## config.mk

```make
export PLATFORM = sky130hd
export DESIGN_NAME = cpu_sequencer
export DESIGN_NICKNAME = d
export VERILOG_FILES = /design/src/rtl/cpu_sequencer.sv
export SDC_FILE = /design/constraint.sdc
export NUM_CORES = 1
export LEC_CHECK = 0
export ABC_CLOCK_PERIOD_IN_PS = 4700
export CORE_ASPECT_RATIO = 1.5
export CORE_MARGIN = 5
export CORE_UTILIZATION = 47
export DETAILED_ROUTE_END_ITERATION = 6
export PLACE_DENSITY_LB_ADDON = 0.3
export SYNTH_ARGS = -nofsm -noshare
export SYNTH_HDL_FRONTEND = slang
export SYNTH_SLANG_ARGS = --single-unit
export TNS_END_PERCENT = 100
```

## constraint.sdc

```tcl
create_clock -name Clk -period 4.7 [get_ports Clk]
set_clock_uncertainty 0.1 [all_clocks]
set_input_delay 0.705 -clock Clk [delete_from_list [all_inputs] [get_ports Clk]]
set_output_delay 0.705 -clock Clk [all_outputs]
set_load 0.01 [all_outputs]
```

## src/rtl/cpu_sequencer.sv

```systemverilog
// cpu_sequencer: multi-cycle fetch/decode/execute controller owning pc, flags and retired count
module cpu_sequencer #(
  parameter int          PC_WIDTH  = 8,
  parameter logic [31:0] HALT_WORD = 32'hFFFFFFFF
) (
  input  logic                Clk,
  input  logic                Reset,
  input  logic                run,
  output logic                mem_en,
  output logic                mem_rw,
  output logic [15:0]         mem_addr,
  input  logic [31:0]         mem_rdata,
  output logic [3:0]          rb_dst,
  output logic [3:0]          rb_src1,
  output logic [3:0]          rb_src2,
  output logic                rb_we,
  output logic [3:0]          alu_cond,
  output logic [3:0]          alu_opcode,
  output logic                alu_s,
  output logic [4:0]          alu_iv,
  output logic [3:0]          alu_flag,
  input  logic [3:0]          alu_new_flag,
  output logic                ldr_go,
  output logic                str_go,
  output logic [PC_WIDTH-1:0] pc,
  output logic                busy,
  output logic                halted,
  output logic [15:0]         retired
);
  typedef enum logic [2:0] {IDLE, FETCH, WAIT, DECODE, EXEC, MEM, WB, HALTED} state_t;
  state_t state, nxt;
  logic [31:0] ir;
  logic [3:0] flag;
  logic cond_ok;
  logic is_mem, is_str;
  logic [15:0] cond_tab;
  assign is_mem = &ir[27:25];
  assign is_str = &ir[27:24];
  // one bit per condition code, flag = {N,Z,C,V}
  assign cond_tab = {2'b11, 6'b0, ~flag[0], flag[0], ~flag[3], flag[3],
                     ~flag[1], flag[1], ~flag[2], flag[2]};
  always_comb begin
    nxt = state;
    case (state)
      IDLE, HALTED: nxt = run ? FETCH : state;
      FETCH:        nxt = WAIT;
      WAIT:         nxt = DECODE;
      DECODE:       nxt = ir == HALT_WORD ? HALTED : EXEC;
      EXEC:         nxt = cond_ok && is_mem ? MEM : WB;
      MEM:          nxt = WB;
      WB:           nxt = FETCH;
      default:      nxt = IDLE;
    endcase
  end
  always_ff @(posedge Clk) begin
    if (Reset) begin
      state   <= IDLE;
      pc      <= '0;
      flag    <= '0;
      ir      <= '0;
      retired <= '0;
      cond_ok <= 1'b0;
    end else begin
      state <= nxt;
      if (state == WAIT) ir <= mem_rdata;
      if (state == DECODE) cond_ok <= cond_tab[ir[31:28]];
      if (state == EXEC && cond_ok && !is_mem && ir[23]) flag <= alu_new_flag;
      if (state == WB) begin
        pc      <= pc + 1'b1;
        retired <= retired + 1'b1;
      end
    end
  end
  assign mem_en     = state == FETCH;
  assign mem_rw     = 1'b0;
  assign mem_addr   = 16'(pc);
  assign rb_we      = state == WB && cond_ok && !is_str;
  assign ldr_go     = state == MEM && !ir[24];
  assign str_go     = state == MEM && ir[24];
  assign busy       = !(state == IDLE || state == HALTED);
  assign halted     = state == HALTED;
  assign alu_cond   = ir[31:28];
  assign alu_opcode = ir[27:24];
  assign alu_s      = ir[23];
  assign rb_dst     = ir[22:19];
  assign rb_src2    = ir[18:15];
  assign rb_src1    = ir[14:11];
  assign alu_iv     = ir[10:6];
  assign alu_flag   = flag;
endmodule

```

# Word-level counts from Yosys, hierarchy flattened
# Cells that the tools add are included.
# classes
bitwise_logic,4
add_sub_neg,2
muxes,6
order_cmp,1
eq_ne,9
n_reduce_logical,17
# ops
op,count
"equality test 32 bit, second input constant",1
case mux 3 bit (7 select lines),1
"adder 16 x 1 -> 16 bit, second input constant",1
"equality test 3 bit, second input constant",4
"adder 8 x 1 -> 8 bit, second input constant",1
logical AND 1 bit,8
"equality test 3 x 2 -> 1 bit, second input constant",2
"less-than comparator 4 x 5 -> 1 bit, second input constant",1
binary-select mux 1 bit (select 4 bit),1
logical NOT 1 bit,4
two-way mux 2 bit,2
NOT 1 bit,4
AND reduction 4 bit,1
"equality test 3 x 1 -> 1 bit, second input constant",1
logical NOT 3 bit,1
two-way mux 3 bit,1
AND reduction 3 bit,1
"inequality test 2 bit, second input constant",1
OR reduction 2 bit,1
logical OR 1 bit,1
two-way mux 1 bit,1
# totals
regBits,64
elab_cells,45
inputBits,39

# Depth between registers and ports, before layout
# logic_depth
word_depth,4
mapped_depth,7
depth_no_buf,5

# Worst setup path after synthesis
# OpenSTA, ideal clock, no wires.
# synth_path
kind,reg2out
from,register state[0]
to,output port rb_we
setup_slack_ns,2.709
t_required_ns,3.895
t_arrival_ns,1.186
path_buffers,2
path_stages_with_launch,6
cell_sequence,dfxtp_1 > buf_2 > and3b_1 > clkbuf_1 > nand2_1 > a21oi_1
# synth_between
elab_chain_len,3
# synth_rtl
item,line,rtl
from (decl),31,"state_t state, nxt;"
from (signal assigned),64,state <= nxt;
equality test 3 bit,77,assign rb_we = state == WB && cond_ok && !is_str;
logical AND 1 bit (2 in series),77,
to (decl),16,"output logic rb_we,"
# No other way between the ends.

# Worst setup path in the final report
# layout_path
from,register state[2]
to,output port rb_we
# The elaborated chain is that of the path after synthesis.

==> flow_summary.yaml <==
outcome:
  outcome: "complete, no violations"
placement:
  dp_cells: 503
  io_buffers: 106
  dp_slack_ns: 2.092
  hpwl_mm: 5.270
  place_congestion: 0.7696
clocking:
  clock_latency_ns: 0.33
  cts_buffers: 9
  clkSinkCount: 64
  tritoncts: "done"
  cts_setup_buffers: 0
  post_cts_resized: 0
  root_buffer: "clkbuf_8"
  cts-htree-levels: 3
  holdBufCountCts: 0
  cts.reportedPaths.clkPinSlew_ns: 0.06
  clockBufferDepth: 2
synthesis:
  synth-adder-area-share_pct: 0.8244
  yosysWarnings: 0
  ys_seq_area_share_pct: 42.21
  synth-simple-area-share_pct: 25.97
  postSynthAreaPerCell_um2: 8.051
  synthArstFlopShare_pct: 0
  syn_area_um2: 3035
  synth-compound-area-share_pct: 9.728
  synth.distinct_cells: 42
  synthXorXnorAreaFrac_pct: 5.194
  postSynthCellCount: 377
  ys_ff_latch: 64
  synth.area.mux_share_pct: 2.350
  synth_top_family_by_area: "simple AND/OR/NAND/NOR gates"
  synth_edf_count: 0
  ys.flop_type: "dfxtp_1"
sta:
  final.period_utilization_pct: 62.80
  rsz0062_at_grt: "false"
  fmax_mhz: 338.8
  setup-violations-final: 0
  timing.setup.tns_ns: 0
  worst_pin_slew_ns: 1.189
  hold_slack_ns: 0.3541
  fin_ws_ns: 1.749
  layout_min_cycle_time_ns: 2.951
  slew_headroom_pct: 20.72
  hold_viol: 0
  drv_slew: 0
worst_setup_path:
  criticalPathCategory: "reg -> out"
  rr_worst_depth: 4
  worstPathCellList: "and3b_1 -> nand2_1 -> a21oi_1 -> clkdlybuf4s50_1"
  crit_buf_inv: 1
  critPathLaunchType: "flop"
  critPathRequiredTime_ns: 3.89
  cp_max_fo: 17
  crit_path_end_kind: "output port"
  critPathArrivalTime_ns: 2.15
  worstSetupPathDepth: 4
  max_stage_delay_ns: 0.61
  path_delay_family: "flip-flops"
  crit_path_top_delay_cell: "dfxtp_1"
cells_and_area:
  layout.nets: 479
  fin_util_pct: 62.21
  mostFrequentLayoutCells: "clkdlybuf4s50_1, nand2_1, dfxtp_1, a21oi_1, nor2_1"
  final_cells: 518
  diodes: 0
  synthToLayoutAreaGrowth_pct: 31.08
  fillers: 607
  drive_gt1_share_pct: 4.751
  final_common_cell: "clkdlybuf4s50_1"
pwr:
  swShare_pct: 26.53
  powerDensity_nw_per_um2: 302.3
  clock_power_share_pct: 33.7
  power_switching_uw: 319.1
  combPwrFrac_pct: 15.9
  ir_worst_vdd_uv: 191.6
  seqPwrFrac_pct: 50.4
  p_int_uw: 883.7
  p_leak_nw: 1.400
route:
  drt-total-wl_mm: 7.262
  via_count: 2662
  drcViolationCount: 0
  drtIter0Drc: 150
  ant_nets: 0
  vias_per_cell: 5.139
  firstDrtPassIters: 4
  wl_per_cell_um: 14.02
hold_path:
  holdCritPathClass: "reg -> reg"
  min_path_cells: 2
floorplanning:
  num_rows: 36
  ios: 116
  initial_core_util_pct: 47.46
  die_x_um: 75.62
  core_um2: 6396
  dieArea_um2: 8199
  die_h_um: 108.4
global_routing:
  grt_first_pass_wirelength_mm: 11.62
  grt_start_max_net_pins: 67
  grt_pass1_vias: 2538
  grtUsageTotal_pct: 18.54
  grt_antenna_before_repair: 0
  overflow: 0
job:
  maxCapViolations: 0
registers in the layout (all words and copies together), names as in the netlist:
| name | cells |
|---|---|
| alu_flag | 4 |
| ir | 32 |
| retired | 16 |
| state | 3 |
| cond_ok | 1 |
| pc | 8 |
stage by stage:
stage / cell area (um2) / total power [mW]
floorplan: 3065 / 0.7416
global placement: 3807 / 0.8067
detailed placement: 3807 / 0.8109
CTS: 3979 / 1.221
global route: 3979 / 1.267
finish: 3979 / 1.203
power groups by stage:
| stage | clock network (mW) | logic (mW) | registers (mW) |
|---|---|---|---|
| final | 0.406 | 0.191 | 0.606 |
| after detailed placement | 0 | 0.193 | 0.618 |
| after global routing | 0.445 | 0.210 | 0.612 |
| after global placement | 0 | 0.191 | 0.616 |
| after floorplan | 0 | 0.139 | 0.603 |
| after CTS | 0.421 | 0.194 | 0.606 |
final cells by class:
cell class	count	area, um2	area share [%]
clock buffers	11	151.4	3.805
clock inverters	4	20.02	0.5031
flip-flops and latches	64	1281	32.20
well taps	76	95.09	2.390
repair buffers	106	1056	26.54
multi-input cells	256	1371	34.47
inverters	1	3.754	0.09434
cells by family after synthesis:
logic type	after synthesis
compound gates	55
xor+xnor	18
fa+ha+maj	2
buf+inv	65
flops	64
mux	7
other cells	1
simple gates	165
cell usage after synthesis (2+ instances only):
master | instances | area, um2
mux2i_1 | 6 | 60.06
nor3_1 | 5 | 25.02
xnor2_1 | 9 | 78.83
nor2_1 | 26 | 97.59
nor2b_1 | 5 | 31.28
buf_2 | 6 | 30.03
nand3_1 | 10 | 50.05
clkbuf_1 | 12 | 45.04
nand4_1 | 16 | 100.1
and3_1 | 6 | 37.54
o21ai_0 | 4 | 20.02
ha_1 | 2 | 25.02
a21oi_1 | 44 | 220.2
dfxtp_1 | 64 | 1281
nor4_1 | 4 | 25.02
nand3b_1 | 3 | 22.52
or4_1 | 2 | 15.01
buf_1 | 3 | 11.26
nand2_1 | 75 | 281.5
xor2_1 | 9 | 78.83
buf_4 | 43 | 322.8
or3_1 | 3 | 18.77
final timing paths:
check | from | endpoint | slack, ns
worst max-delay path | state[2]$_SDFFE_PP0P_ | rb_we | 1.75
worst min-delay path | ir[1]$_SDFFE_PP0P_ | ir[1]$_SDFFE_PP0P_ | 0.35
worst max register to register | state[2]$_SDFFE_PP0P_ | retired[15]$_SDFFE_PP0N_ | 2.43
worst min register to register | ir[1]$_SDFFE_PP0P_ | ir[1]$_SDFFE_PP0P_ | 0.35
tightest hold or removal path, cell delays in order, from the launching register on:
cell     delay [ns]
dfxtp_1        0.31
nand2_1        0.05
a21oi_1        0.05
routing by layer:
layer / global-route usage, % / wire length, um / share of wire [%] / up-vias
li1: - / - / - / 1339
met1: 20.42 / 2839 / 39 / 1232
met2: 31.71 / 3747 / 52 / 81
met3: 6.977 / 542 / 7.5 / 10
met4: 6.750 / 133 / 1.8 / 0
met5: 0 / 0 / 0 / -
(Power assumes the default switching activity.)
==> RTL change 1 (config.mk and constraints unchanged) <==
Register the output `mem_addr`, cleared by the reset; this adds one clock of latency there. The other outputs are not delayed to match.
--- a/src/rtl/cpu_sequencer.sv
+++ b/src/rtl/cpu_sequencer.sv
@@ -75,3 +75,9 @@
   assign mem_rw     = 1'b0;
-  assign mem_addr   = 16'(pc);
+  always_ff @(posedge Clk) begin
+    if (Reset) begin
+      mem_addr <= '0;
+    end else begin
+      mem_addr <= 16'(pc);
+    end
+  end
   assign rb_we      = state == WB && cond_ok && !is_str;
Check against the original RTL: not equivalent (a bounded check fails within 10 cycles, from zero or initial values and one cycle with Reset high).
==> RTL change 1 against the unedited design <==
Sequential share of layout area is 1.5 points higher. Power is 22% higher. Cell count is 3.5% higher. Wire length is 5.2% higher. Critical path depth stayed put. Design area is 7.5% higher. Worst setup slack worse by 64 ps. Sequential cell count is 8 higher. Synthesized area is 5.1% higher. Non-clock buffer count is 1 higher. Critical path type unchanged.
==> RTL change 1: results <==
set metrics [dict create \
    pre_cts_ws_ps 2060 \
    r2r-end "retired[15]$_SDFFE_PP0N_" \
    peakVddDrop_v 0.000262 \
    reg_top3 "ir: 32 flops, retired: 16 flops" \
    crit_arrival_ps 2210 \
    place_congestion 0.762 \
    drtPass1Iterations 4 \
    grt_use_total 0.175 \
    r2r_setup_slack_ps 2420 \
    synth.area.top_cells "dfxtp_1 (45%), nand2_1 (8.8%), buf_4 (8.2%), a21oi_1 (6.9%), nand4_1 (3.1%)" \
    drtIter0Drc 165 \
    n_fill_cell 580 \
    postPlaceCellArea_um2 4030 \
    grt_pass1_wl_um 12400 \
    insertedDiodeCount 0 \
    r2r-start "state[2]$_SDFFE_PP0P_" \
    yosysWarningCount 0 \
    holdPathEnd "ir[0]$_SDFFE_PP0P_" \
    outcome "completed" \
    dp_hpwl_um 5560 \
    whs_ps 359 \
    first_global_vias 2667 \
    yosysSeqAreaShare 0.452 \
    nNetsFinal 496 \
    synthArstFlopShare 0 \
    via_per_inst 5.14 \
    leakage_nw 1.52 \
    grt_max_degree 52 \
    routedWlPerCell_um 14.3 \
    cts_made_buffers 9 \
    yosys-top-cells-count "nand2_1 (75), dfxtp_1 (72), a21oi_1 (44), buf_4 (35), nor2_1 (26)" \
    tightest_slew_ps 1120 \
    worstHoldStart "ir[0]$_SDFFE_PP0P_" \
    drive_above_1_share 0.0500 \
    avgSynthCellArea_um2 8.27 \
]
RTL change 1: final cells by class:
| cell class | instances | area share |
|---|---|---|
| timing repair buffer | 107 | 0.249 |
| multi-input combinational | 264 | 0.332 |
| tap | 76 | 0.0222 |
| clock buffer | 11 | 0.0354 |
| clock inverter | 5 | 0.0240 |
| inverter | 1 | 0.000877 |
| sequential | 72 | 0.337 |
RTL change 1: where the power goes:
part / internal [W] / leakage (nW) / switching, W
Sequential: 0.000639 / 0.582 / 0.0000343
Combinational: 0.0000992 / 0.810 / 0.0000944
Clock: 0.000381 / 0.126 / 0.000222
Total: 0.00112 / 1.52 / 0.000351
RTL change 1: kinds of logic after synthesis:
| family | count (synthesis) | synth area share |
|---|---|---|
| fa+ha+maj | 2 | 0.00784 |
| compound gates | 55 | 0.0926 |
| mux | 7 | 0.0224 |
| buf+inv | 58 | 0.112 |
| other cells | 1 | 0.00118 |
| simple gates | 173 | 0.263 |
| flops | 72 | 0.452 |
| xor+xnor | 18 | 0.0494 |
RTL change 1: worst max-delay path: stages, from the launching register on:
cell	delay, ps
dfxtp_1	620
and3b_1	420
nand2_1	100
a21oi_1	180
clkdlybuf4s50_1	570
RTL change 1: per-layer routing:
metal,up-vias,track usage,part of all wire
li1,1393,-,-
met1,1253,0.184,0.39
met2,97,0.313,0.52
met3,13,0.0561,0.073
met4,0,0.0700,0.017
met5,-,0,0
RTL change 1: worst max path at each step:
| stage | start | to | slack, ps | cells after the start |
|---|---|---|---|---|
| 4_1_cts | state[2]$_SDFFE_PP0P_ | rb_we | 1680 | 4 |
| 3_3_place_gp | state[2]$_SDFFE_PP0P_ | rb_we | 2160 | 4 |
| 6_report | state[2]$_SDFFE_PP0P_ | rb_we | 1690 | 4 |
| 5_1_grt | state[2]$_SDFFE_PP0P_ | rb_we | 1510 | 4 |
| 2_1_floorplan | state[0]$_SDFFE_PP0P_ | rb_we | 2710 | 5 |
| 3_5_place_dp | state[2]$_SDFFE_PP0P_ | rb_we | 2060 | 4 |
RTL change 1: stage by stage:
stage                     power (W)   util  cells
final                       0.00147  0.651    536
after global routing        0.00153  0.651    536
after CTS                   0.00148  0.651    536
after detailed placement   0.000882  0.612    520
after global placement     0.000877  0.612    520
after floorplan            0.000812      -    394
==> RTL change 2 (same flow settings) <==
Made on the original files. Change the parameter `PC_WIDTH` from 8 to 6.
--- a/src/rtl/cpu_sequencer.sv
+++ b/src/rtl/cpu_sequencer.sv
@@ -2,3 +2,3 @@
 module cpu_sequencer #(
-  parameter int          PC_WIDTH  = 8,
+  parameter int          PC_WIDTH  = 6,
   parameter logic [31:0] HALT_WORD = 32'hFFFFFFFF
Ports: changed (resized pc); port bits go from 116 to 114. No check against the original RTL was run, so the function may have changed too.
==> RTL change 2 against the unedited design <==
Wire length shrank 4.0%. Critical endpoint unchanged. Synthesized area shrank 4.5%. Power shrank 0.32%. Clock power grew 3%. Global-route usage shrank 0.28 points. Die area shrank 4.0%. Register-to-register slack lost 70 ps. Worst setup slack lost 190 ps. Highest routed layer unchanged. Sequential cell count shrank 2. Critical path depth is the same. Design area shrank 3.6%.
==> RTL change 2: results <==
set metrics [dict create \
    postPlaceCellArea_um2 3660 \
    port_buffers 102 \
    wl_met2_um 3530 \
    grt_use_met2 0.310 \
    crit_fanout 16 \
    insertedDiodeCount 0 \
    clkPwrFrac 0.348 \
    reg_top3 "ir: 32 flops, retired: 16 flops, pc: 6 flops" \
    met3_usage 0.0549 \
    grt_max_degree 35 \
    wl_met1_um 2830 \
    drtPass1Iterations 4 \
    p_seq_w 0.000589 \
    place_congestion 0.741 \
    cts_made_buffers 9 \
    grt_pass1_wl_um 11300 \
    outcome "completed" \
    crit_path_max_incr_delay_ps 610 \
    largest_register_ffs 32 \
    slew_headroom 0.229 \
    drive_above_1_share 0.0402 \
    path_clk_slew_ps 60 \
    worstHoldStart "ir[5]$_SDFFE_PP0P_" \
    drtIter0Drc 128 \
    dp_hpwl_um 5030 \
    cts_resized 0 \
    r2r-end "retired[15]$_SDFFE_PP0N_" \
    nNetsFinal 461 \
    peakVddDrop_v 0.000178 \
    intPower_w 0.000882 \
    cp_top_family "simple AND/OR/NAND/NOR gates" \
    holdPathEnd "ir[5]$_SDFFE_PP0P_" \
    met1_usage 0.211 \
    whs_ps 358 \
    critPathLaunchType "flop" \
    leakage_nw 1.35 \
    synth.area.top_cells "dfxtp_1 (43%), buf_4 (11%), nand2_1 (9.6%), a21oi_1 (7.1%), xor2_1 (3.9%)" \
    synth_cell_types 35 \
    grt_use_total 0.183 \
    wl_met3_um 536 \
    synthFlopType "dfxtp_1" \
    vias 2500 \
    routedWlPerCell_um 14.0 \
    yosysWarningCount 0 \
    antenna_found_initial 0 \
    cts_buffer_depth 2 \
    crit_arrival_ps 2340 \
    yosys-top-cells-count "nand2_1 (74), dfxtp_1 (62), buf_4 (42), a21oi_1 (41), nor2_1 (27)" \
    holdCritPathClass "reg -> reg" \
    worstHoldPathCells 2 \
    r2r_setup_slack_ps 2360 \
    cp_slowest_cell "dfxtp_1" \
    yosysSeqAreaShare 0.428 \
    p_clk_w 0.000418 \
]
## RTL change 2: cell types whose count changed in the layout (fill, tap and decap cells not counted), moves of 3 or more
cell,delta
nand3_1,-5
clkdlybuf4s50_1,-4
xnor2_1,-4
xor2_1,+4
a21oi_1,-3
clkinv_2,-3
## RTL change 2: layout make-up
type | count | area (um2)
clock buffer | 13 | 169
tap | 74 | 92.6
timing repair buffer | 103 | 1020
sequential | 62 | 1240
multi-input combinational | 244 | 1310
clock inverter | 1 | 5.00
fill | 576 | 2250
## RTL change 2: worst max path at each step
stage / end / slack, ps / depth (start not counted)
after floorplan: rb_we / 2730 / 5
after global placement: rb_we / 1960 / 4
after detailed placement: rb_we / 1920 / 4
after CTS: rb_we / 1530 / 4
after global routing: rb_we / 1320 / 4
final: rb_we / 1560 / 4
## RTL change 2: worst min-delay path: stages (launching register included)
cell,delay (ps)
dfxtp_1,310
nand2_1,50
a21oi_1,50
## RTL change 2: cell families (layout without fill, tap and decap cells)
logic type / after synthesis / after routing / synth area share
other: 1 / 11 / 0.00129
AND/OR/NAND/NOR: 154 / 154 / 0.250
multiplexers: 8 / 8 / 0.0276
XOR/XNOR: 18 / 18 / 0.0544
flip-flops: 62 / 62 / 0.428
adder cells (fa/ha/maj): 2 / 2 / 0.00863
AO/OA/AOI/OAI: 51 / 51 / 0.0954
buffers and inverters: 61 / 117 / 0.135
## RTL change 2: per-stage QoR
| step | instances | worst slack, ps |
|---|---|---|
| after floorplan | 367 | 2730 |
| after global placement | 483 | 1960 |
| after detailed placement | 483 | 1920 |
| after CTS | 497 | 1530 |
| after global routing | 497 | 1320 |
| final | 497 | 1560 |
